===== config.mk =====
export PLATFORM = sky130hd
export DESIGN_NAME = ibex_rf_wport_arbiter
export DESIGN_NICKNAME = d
export VERILOG_FILES = /design/src/rtl/ibex_rf_wport_arbiter.sv
export SDC_FILE = /design/constraint.sdc
export NUM_CORES = 1
export LEC_CHECK = 0
export ABC_AREA = 0
export CAP_MARGIN = 30
export CELL_PAD_IN_SITES_DETAIL_PLACEMENT = 1
export CELL_PAD_IN_SITES_GLOBAL_PLACEMENT = 1
export CORE_UTILIZATION = 29
export DETAILED_ROUTE_END_ITERATION = 6
export HOLD_SLACK_MARGIN = 0.02
export PLACE_DENSITY_LB_ADDON = 0.1
export REMOVE_ABC_BUFFERS = 1
export SYNTH_ARGS = -nofsm -noshare
export SYNTH_HDL_FRONTEND = slang
export SYNTH_SLANG_ARGS = --single-unit

===== constraint.sdc =====
create_clock -name clk_i -period 3.3 [get_ports clk_i]
set_clock_uncertainty 0.05 [all_clocks]
set_input_delay 0.66 -clock clk_i [delete_from_list [all_inputs] [get_ports clk_i]]
set_output_delay 0.66 -clock clk_i [all_outputs]
set_load 0.02 [all_outputs]

===== src/rtl/ibex_rf_wport_arbiter.sv =====
// Shares the register-file write port between core writeback (always wins) and a
// background capability-maintenance requester, which uses idle cycles and may request a stall.
module ibex_rf_wport_arbiter #(
    parameter int unsigned CheriCapWidth = 91,
    parameter int unsigned StarveLimit   = 4
) (
    input  logic                     clk_i,
    input  logic                     rst_ni,

    input  logic                     core_we_i,
    input  logic [4:0]               core_waddr_i,
    input  logic [31:0]              core_wdata_int_i,
    input  logic [CheriCapWidth-1:0] core_wdata_cap_i,
    input  logic                     core_wcap_i,

    input  logic                     bg_req_i,
    input  logic [4:0]               bg_waddr_i,
    input  logic [31:0]              bg_wdata_int_i,
    input  logic [CheriCapWidth-1:0] bg_wdata_cap_i,
    input  logic                     bg_wcap_i,
    output logic                     bg_ready_o,
    output logic                     bg_done_o,
    output logic                     bg_killed_o,

    output logic                     stall_core_o,
    output logic                     busy_o,

    output logic                     rf_we_o,
    output logic [4:0]               rf_waddr_o,
    output logic [31:0]              rf_wdata_int_o,
    output logic [CheriCapWidth-1:0] rf_wdata_cap_o,
    output logic                     rf_wcap_o
);

    localparam logic [3:0] StarveLim = 4'(StarveLimit);

    logic                     pend_q;
    logic [4:0]               pend_waddr_q;
    logic [31:0]              pend_wdata_int_q;
    logic [CheriCapWidth-1:0] pend_wdata_cap_q;
    logic                     pend_wcap_q;
    logic [3:0]               wait_cnt_q;
    logic [3:0]               wait_cnt_d;

    logic accept;
    logic pend_nz;
    logic kill;
    logic bg_drive;
    logic done;

    assign accept   = bg_req_i & ~pend_q;
    assign pend_nz  = (pend_waddr_q != 5'd0);
    // Core overwriting the pending destination makes the background value stale.
    assign kill     = pend_q & core_we_i & pend_nz & (core_waddr_i == pend_waddr_q);
    assign bg_drive = pend_q & ~core_we_i & pend_nz;
    assign done     = (pend_q & ~core_we_i) | kill;

    assign bg_ready_o   = ~pend_q;
    assign busy_o       = pend_q;
    assign bg_done_o    = done;
    assign bg_killed_o  = kill;
    assign stall_core_o = pend_q & (wait_cnt_q == StarveLim);

    always_comb begin
        rf_we_o        = 1'b0;
        rf_waddr_o     = 5'd0;
        rf_wdata_int_o = 32'd0;
        rf_wdata_cap_o = '0;
        rf_wcap_o      = 1'b0;
        if (core_we_i) begin
            rf_we_o        = 1'b1;
            rf_waddr_o     = core_waddr_i;
            rf_wdata_int_o = core_wdata_int_i;
            rf_wdata_cap_o = core_wdata_cap_i;
            rf_wcap_o      = core_wcap_i;
        end else if (bg_drive) begin
            rf_we_o        = 1'b1;
            rf_waddr_o     = pend_waddr_q;
            rf_wdata_int_o = pend_wdata_int_q;
            rf_wdata_cap_o = pend_wdata_cap_q;
            rf_wcap_o      = pend_wcap_q;
        end
    end

    // Count only cycles the core actually blocked us; saturate so the stall holds until done.
    always_comb begin
        wait_cnt_d = wait_cnt_q;
        if (accept || done) begin
            wait_cnt_d = 4'd0;
        end else if (pend_q && core_we_i && (wait_cnt_q < StarveLim)) begin
            wait_cnt_d = wait_cnt_q + 4'd1;
        end
    end

    always_ff @(posedge clk_i or negedge rst_ni) begin
        if (!rst_ni) begin
            pend_q           <= 1'b0;
            pend_waddr_q     <= 5'd0;
            pend_wdata_int_q <= 32'd0;
            pend_wdata_cap_q <= '0;
            pend_wcap_q      <= 1'b0;
            wait_cnt_q       <= 4'd0;
        end else begin
            wait_cnt_q <= wait_cnt_d;
            if (accept) begin
                pend_q           <= 1'b1;
                pend_waddr_q     <= bg_waddr_i;
                pend_wdata_int_q <= bg_wdata_int_i;
                pend_wdata_cap_q <= bg_wdata_cap_i;
                pend_wcap_q      <= bg_wcap_i;
            end else if (done) begin
                pend_q <= 1'b0;
            end
        end
    end

    one_write_source : assert property (@(posedge clk_i) disable iff (!rst_ni)
        !(core_we_i && bg_drive) && (rf_we_o == (core_we_i || bg_drive)));

    killed_implies_done : assert property (@(posedge clk_i) disable iff (!rst_ni)
        bg_killed_o |-> bg_done_o);

endmodule

# ---- Yosys cells after proc, flatten, opt, wreduce, memory -nomap -nowiden
# Index checks and enable logic that the tools add are counted.
dict set report classes {
  add_sub_neg 1
  order_cmp 1
  eq_ne 2
  mux 14
  n_bitwise 10
  n_reduce_logical 6
}
# op n
set op_table {}
lappend op_table {{91-bit 2-to-1 mux} 2}
lappend op_table {{32-bit 2-to-1 mux} 2}
lappend op_table {{5-bit 2-to-1 mux} 2}
lappend op_table {{4-bit 2-to-1 mux} 2}
lappend op_table {{1-bit bitwise AND} 7}
lappend op_table {{1-bit 2-to-1 mux} 6}
lappend op_table {{5-bit equality test} 1}
lappend op_table {{5-bit nonzero test} 1}
lappend op_table {{4-bit by 1-bit adder with 4-bit output, second input constant} 1}
lappend op_table {{4-bit by 3-bit equality test with 1-bit output, second input constant} 1}
lappend op_table {{4-bit by 3-bit < comparator with 1-bit output, second input constant} 1}
lappend op_table {{2-bit nonzero test} 2}
lappend op_table {{1-bit logical AND} 2}
lappend op_table {{1-bit NOT} 2}
lappend op_table {{1-bit logical OR} 1}
lappend op_table {{1-bit OR} 1}
dict set report totals {
  ff_bits 134
  inputBits 262
  out_inout_bits 135
  word_cells 40
}

# ---- Logic depth before layout (Yosys ltp)
dict set report logic_depth {
  word_depth 6
  ltp_mapped 7
  mapped_depth_nobuf 4
}

# ---- Worst setup path after synthesis
# No wires, ideal clock.
dict set report synth_timing {
  kind {register -> output}
  start {reg pend_waddr_q[2]}
  end {out rf_wdata_cap_o[64]}
  arrival_time_ns 1.780
  required_ns 2.590
  path_slack_ns 0.810
  stages_incl_launch_ff 8
  n_path_buf 3
  cell_sequence {dfrtp_1 > or4_1 > o21a_1 > buf_6 > buf_6 > buf_2 > nand2_1 > o21ai_0}
}
dict set report synth_between {
  elab_chain_cells 4
}
# item line
set synth_rtl {}
lappend synth_rtl {{from (decl)} 38} ;# logic [4:0] pend_waddr_q;
lappend synth_rtl {{from (signal assigned)} 107} ;# pend_waddr_q <= bg_waddr_i;
lappend synth_rtl {{5-bit nonzero test} 52} ;# assign pend_nz = (pend_waddr_q != 5'd0);
lappend synth_rtl {{1-bit bitwise AND} 55} ;# assign bg_drive = pend_q & ~core_we_i & pend_nz;
lappend synth_rtl {{91-bit 2-to-1 mux} 76} ;# end else if (bg_drive) begin
lappend synth_rtl {{91-bit 2-to-1 mux} 70} ;# if (core_we_i) begin
lappend synth_rtl {{to (decl)} 31} ;# output logic [CheriCapWidth-1:0] rf_wdata_cap_o,
# Every way passes these cells.

# ---- Worst setup path after layout
dict set report layout_timing {
  start {reg pend_waddr_q[3]}
  end {out rf_we_o}
}
dict set report layout_between {
  elab_chain_cells 4
}
# item line
set layout_rtl {}
lappend layout_rtl {{5-bit nonzero test} 52}
lappend layout_rtl {{1-bit bitwise AND} 55}
lappend layout_rtl {{1-bit 2-to-1 mux} 76}
lappend layout_rtl {{1-bit 2-to-1 mux} 70}
lappend layout_rtl {{to (decl)} 28} ;# output logic rf_we_o,
# Every way passes these cells.

==> flow_metrics.tcl <==
set metrics [dict create \
    status "finished, final reports clean" \
    grt_start_max_net_pins 93 \
    async_flop_share_pct 100.0 \
    rr_worst_depth 5 \
    dpl.hpwl_mm 18.72 \
    io_pins 397 \
    cpPeakStageDelay_ns 0.56 \
    rsz0062_at_grt "false" \
    max-clock-path-buffers 2 \
    via_per_inst 4.628 \
    r2r-end "wait_cnt_q[3]" \
    synth_seq_cells 134 \
    place_congestion 0.7737 \
    dieArea_mm2 0.02434 \
    period_share_pct 96.73 \
    avgSynthCellArea_um2 9.422 \
    hold_violations 0 \
    globalRoute.totalOverflow 0 \
    ys_top_cells_by_area "dfrtp_1, mux2_2, nand2_1" \
    nFillCells 2605 \
    cap_viol_max_count 0 \
    grt_use_met2_pct 37.12 \
    seq_power_share_pct 34.7 \
    p_leak_nw 5.138 \
    r2r_slack_ns 1.30 \
    switchingPower_mw 2.010 \
    cts_buffers 17 \
    antenna_found_initial 2 \
    port-buffer-count 396 \
    peakVddDrop_mv 0.3516 \
    hold_class "in -> async" \
    drc 0 \
    grt.busiest_layer "met2" \
    worstPathRequired_ns 2.59 \
    cts-root-buf "clkbuf_16" \
    die_w_um 156 \
    critical_path_class "reg -> out" \
    clk_pin_slew_worst_paths_ns 0.07 \
    grt_pass1_vias 7116 \
    synth-main-ff-cell "dfrtp_1" \
    pwr_density_cell_mw_per_mm2 570.1 \
    synth_enable_flop_cells 0 \
    ctsResizeCount 125 \
    synth_warnings 0 \
    grt_pass1_wl_mm 38.79 \
    drive_gt1_share_pct 16.11 \
    vias 6628 \
    fin_area_mm2 0.01180 \
    met3_usage_pct 7.056 \
    final_max_slew_viol_count 0 \
    synthCells 730 \
    fmax_mhz 313.3 \
    critical_path_arrival_ns 2.48 \
    cp_top_family "simple AND/OR/NAND/NOR gates" \
    drt-pass1-iter-count 4 \
    wl_per_cell_um 17.58 \
    internal_power_mw 4.718 \
    fin_crit_ns 3.192 \
    start_util_pct 30.01 \
    routed_wirelength_mm 25.18 \
    syn_area_mm2 0.006878 \
    cts.sinks 134 \
    placed_cell_area_mm2 0.01124 \
    die_h_um 156 \
    synth_top_cell_by_area "dfrtp_1" \
    final-setup-viol-count 0 \
    clk_latency_ns 0.41 \
    synth_top_area_share_pct 48.75 \
    p_total_mw 6.728 \
    use_met1_pct 22.50 \
    critical_path.cell_chain "or4_1, o21a_4, buf_12, or2_1, dlygate4sd2_1" \
    post_cts_buffers 0 \
    initialDrtViolationCount 261 \
    clkPwrFrac_pct 34.2 \
    critPathSlowestCell "or4_1" \
    track_usage_pct 20.75 \
    ys_types 25 \
    r2r_start "pend_waddr_q[3]" \
    nets 1369 \
    end_kind "output port" \
    cts_tree "built" \
    ys_seq_area_share_pct 48.75 \
    combinationalPowerShare_pct 31.1 \
    fp-row-count 55 \
    ant_nets 0 \
    netSwitchingFraction_pct 29.87 \
    area_growth_pct 71.58 \
    htree_levels 4 \
    cts_hold_buf 0 \
    critPathMaxFanout 92 \
    relSlewSlack_pct 62.31 \
    worst_slew_pin_slew_ns 0.5641 \
    fp.coreArea_mm2 0.02292 \
    critPathLaunchType "register" \
    cp.buffers_inverters 2 \
]
[stage by stage]
step                      setup TNS [ns]  worst slack (ns)  cells  util [%]  hold slack [ns]
after CTS                              0           0.08235   1430     51.47           0.1365
final                                  0            0.1080   1432     51.50           0.1196
after global placement                 0            0.2571   1399     49.06           0.4389
after floorplan                  -616.85            -4.021    673         -           0.3144
after detailed placement               0            0.2207   1399     49.06           0.4463
after global routing                   0          0.006576   1432     51.50           0.1465
[Yosys cell counts, types with 3 or more instances]
cell type	count
a22o_1	5
buf_2	10
buf_6	3
clkbuf_1	44
dfrtp_1	134
inv_1	3
mux2_2	129
nand2_1	249
nor2_1	4
nor4_1	3
o21ai_0	124
xnor2_1	6
[per-layer routing]
layer | share of wire [%] | vias to the layer above
met5 | 0 | -
met1 | 38 | 3146
li1 | - | 3205
met4 | 2.5 | 0
met2 | 51 | 238
met3 | 7.8 | 39
[registers in the layout, summed over array words and instances, names as in the netlist]
register          flops
busy_o                1
pend_waddr_q          5
pend_wcap_q           1
pend_wdata_cap_q     91
pend_wdata_int_q     32
wait_cnt_q            4
[cell families after synthesis]
| kind of cell | after synthesis | share of synthesized area [%] |
|---|---|---|
| compound gates | 133 | 10.10 |
| mux | 130 | 21.27 |
| xor+xnor | 6 | 0.7640 |
| simple gates | 265 | 14.97 |
| fa+ha+maj | 2 | 0.3638 |
| buf+inv | 60 | 3.784 |
| flops | 134 | 48.75 |
[power by group through the flow]
stage | clock [mW] | sequential [mW] | combinational (mW)
2_1_floorplan | 0 | 2.27 | 1.24
3_3_place_gp | 0 | 2.34 | 2.24
3_5_place_dp | 0 | 2.36 | 2.28
4_1_cts | 2.37 | 2.34 | 2.13
5_1_grt | 2.44 | 2.40 | 2.28
6_report | 2.30 | 2.34 | 2.09
[worst register-to-register path: stages (launching register included)]
cell	delay, ns
dfrtp_1	0.42
or4_1	0.56
o211ai_1	0.30
nor3_1	0.11
buf_4	0.17
nor4b_1	0.28
[cell type report]
class                           count  area [um^2]  share of cell area (%)
Clock buffer                       19        432.9                   3.668
Antenna cell                        2        5.005                 0.04241
Tap cell                          313        391.6                   3.318
Inverter                            3        11.26                 0.09542
Sequential cell                   134         3353                   28.41
Clock inverter                     12        275.3                   2.332
Timing Repair Buffer              413         4050                   34.32
Multi-Input combinational cell    536         3282                   27.81
[cells in the final DEF, fill, tap and decap left out, types with 3 or more instances in the layout]
master           instances
clkdlybuf4s50_1        269
nand2_1                249
dfrtp_1                134
mux2_2                 129
dlygate4sd2_1          125
o21ai_0                124
clkbuf_16               17
buf_12                   9
bufinv_16                8
buf_4                    8
xnor2_1                  6
a22o_1                   5
clkinv_4                 4
inv_1                    3
nor2_1                   3
nor4_1                   3
[worst max-delay path by stage]
stage	from	to	slack, ns	cells past startpoint
after floorplan	bg_req_i	pend_waddr_q[0]	-4.02	2
after global placement	core_waddr_i[3]	bg_killed_o	0.26	5
after detailed placement	core_waddr_i[3]	bg_killed_o	0.22	5
after CTS	busy_o	rf_waddr_o[1]	0.08	4
after global routing	pend_waddr_q[2]	rf_wdata_int_o[23]	0.007	6
final	pend_waddr_q[3]	rf_we_o	0.11	5
(Power assumes the default switching activity.)
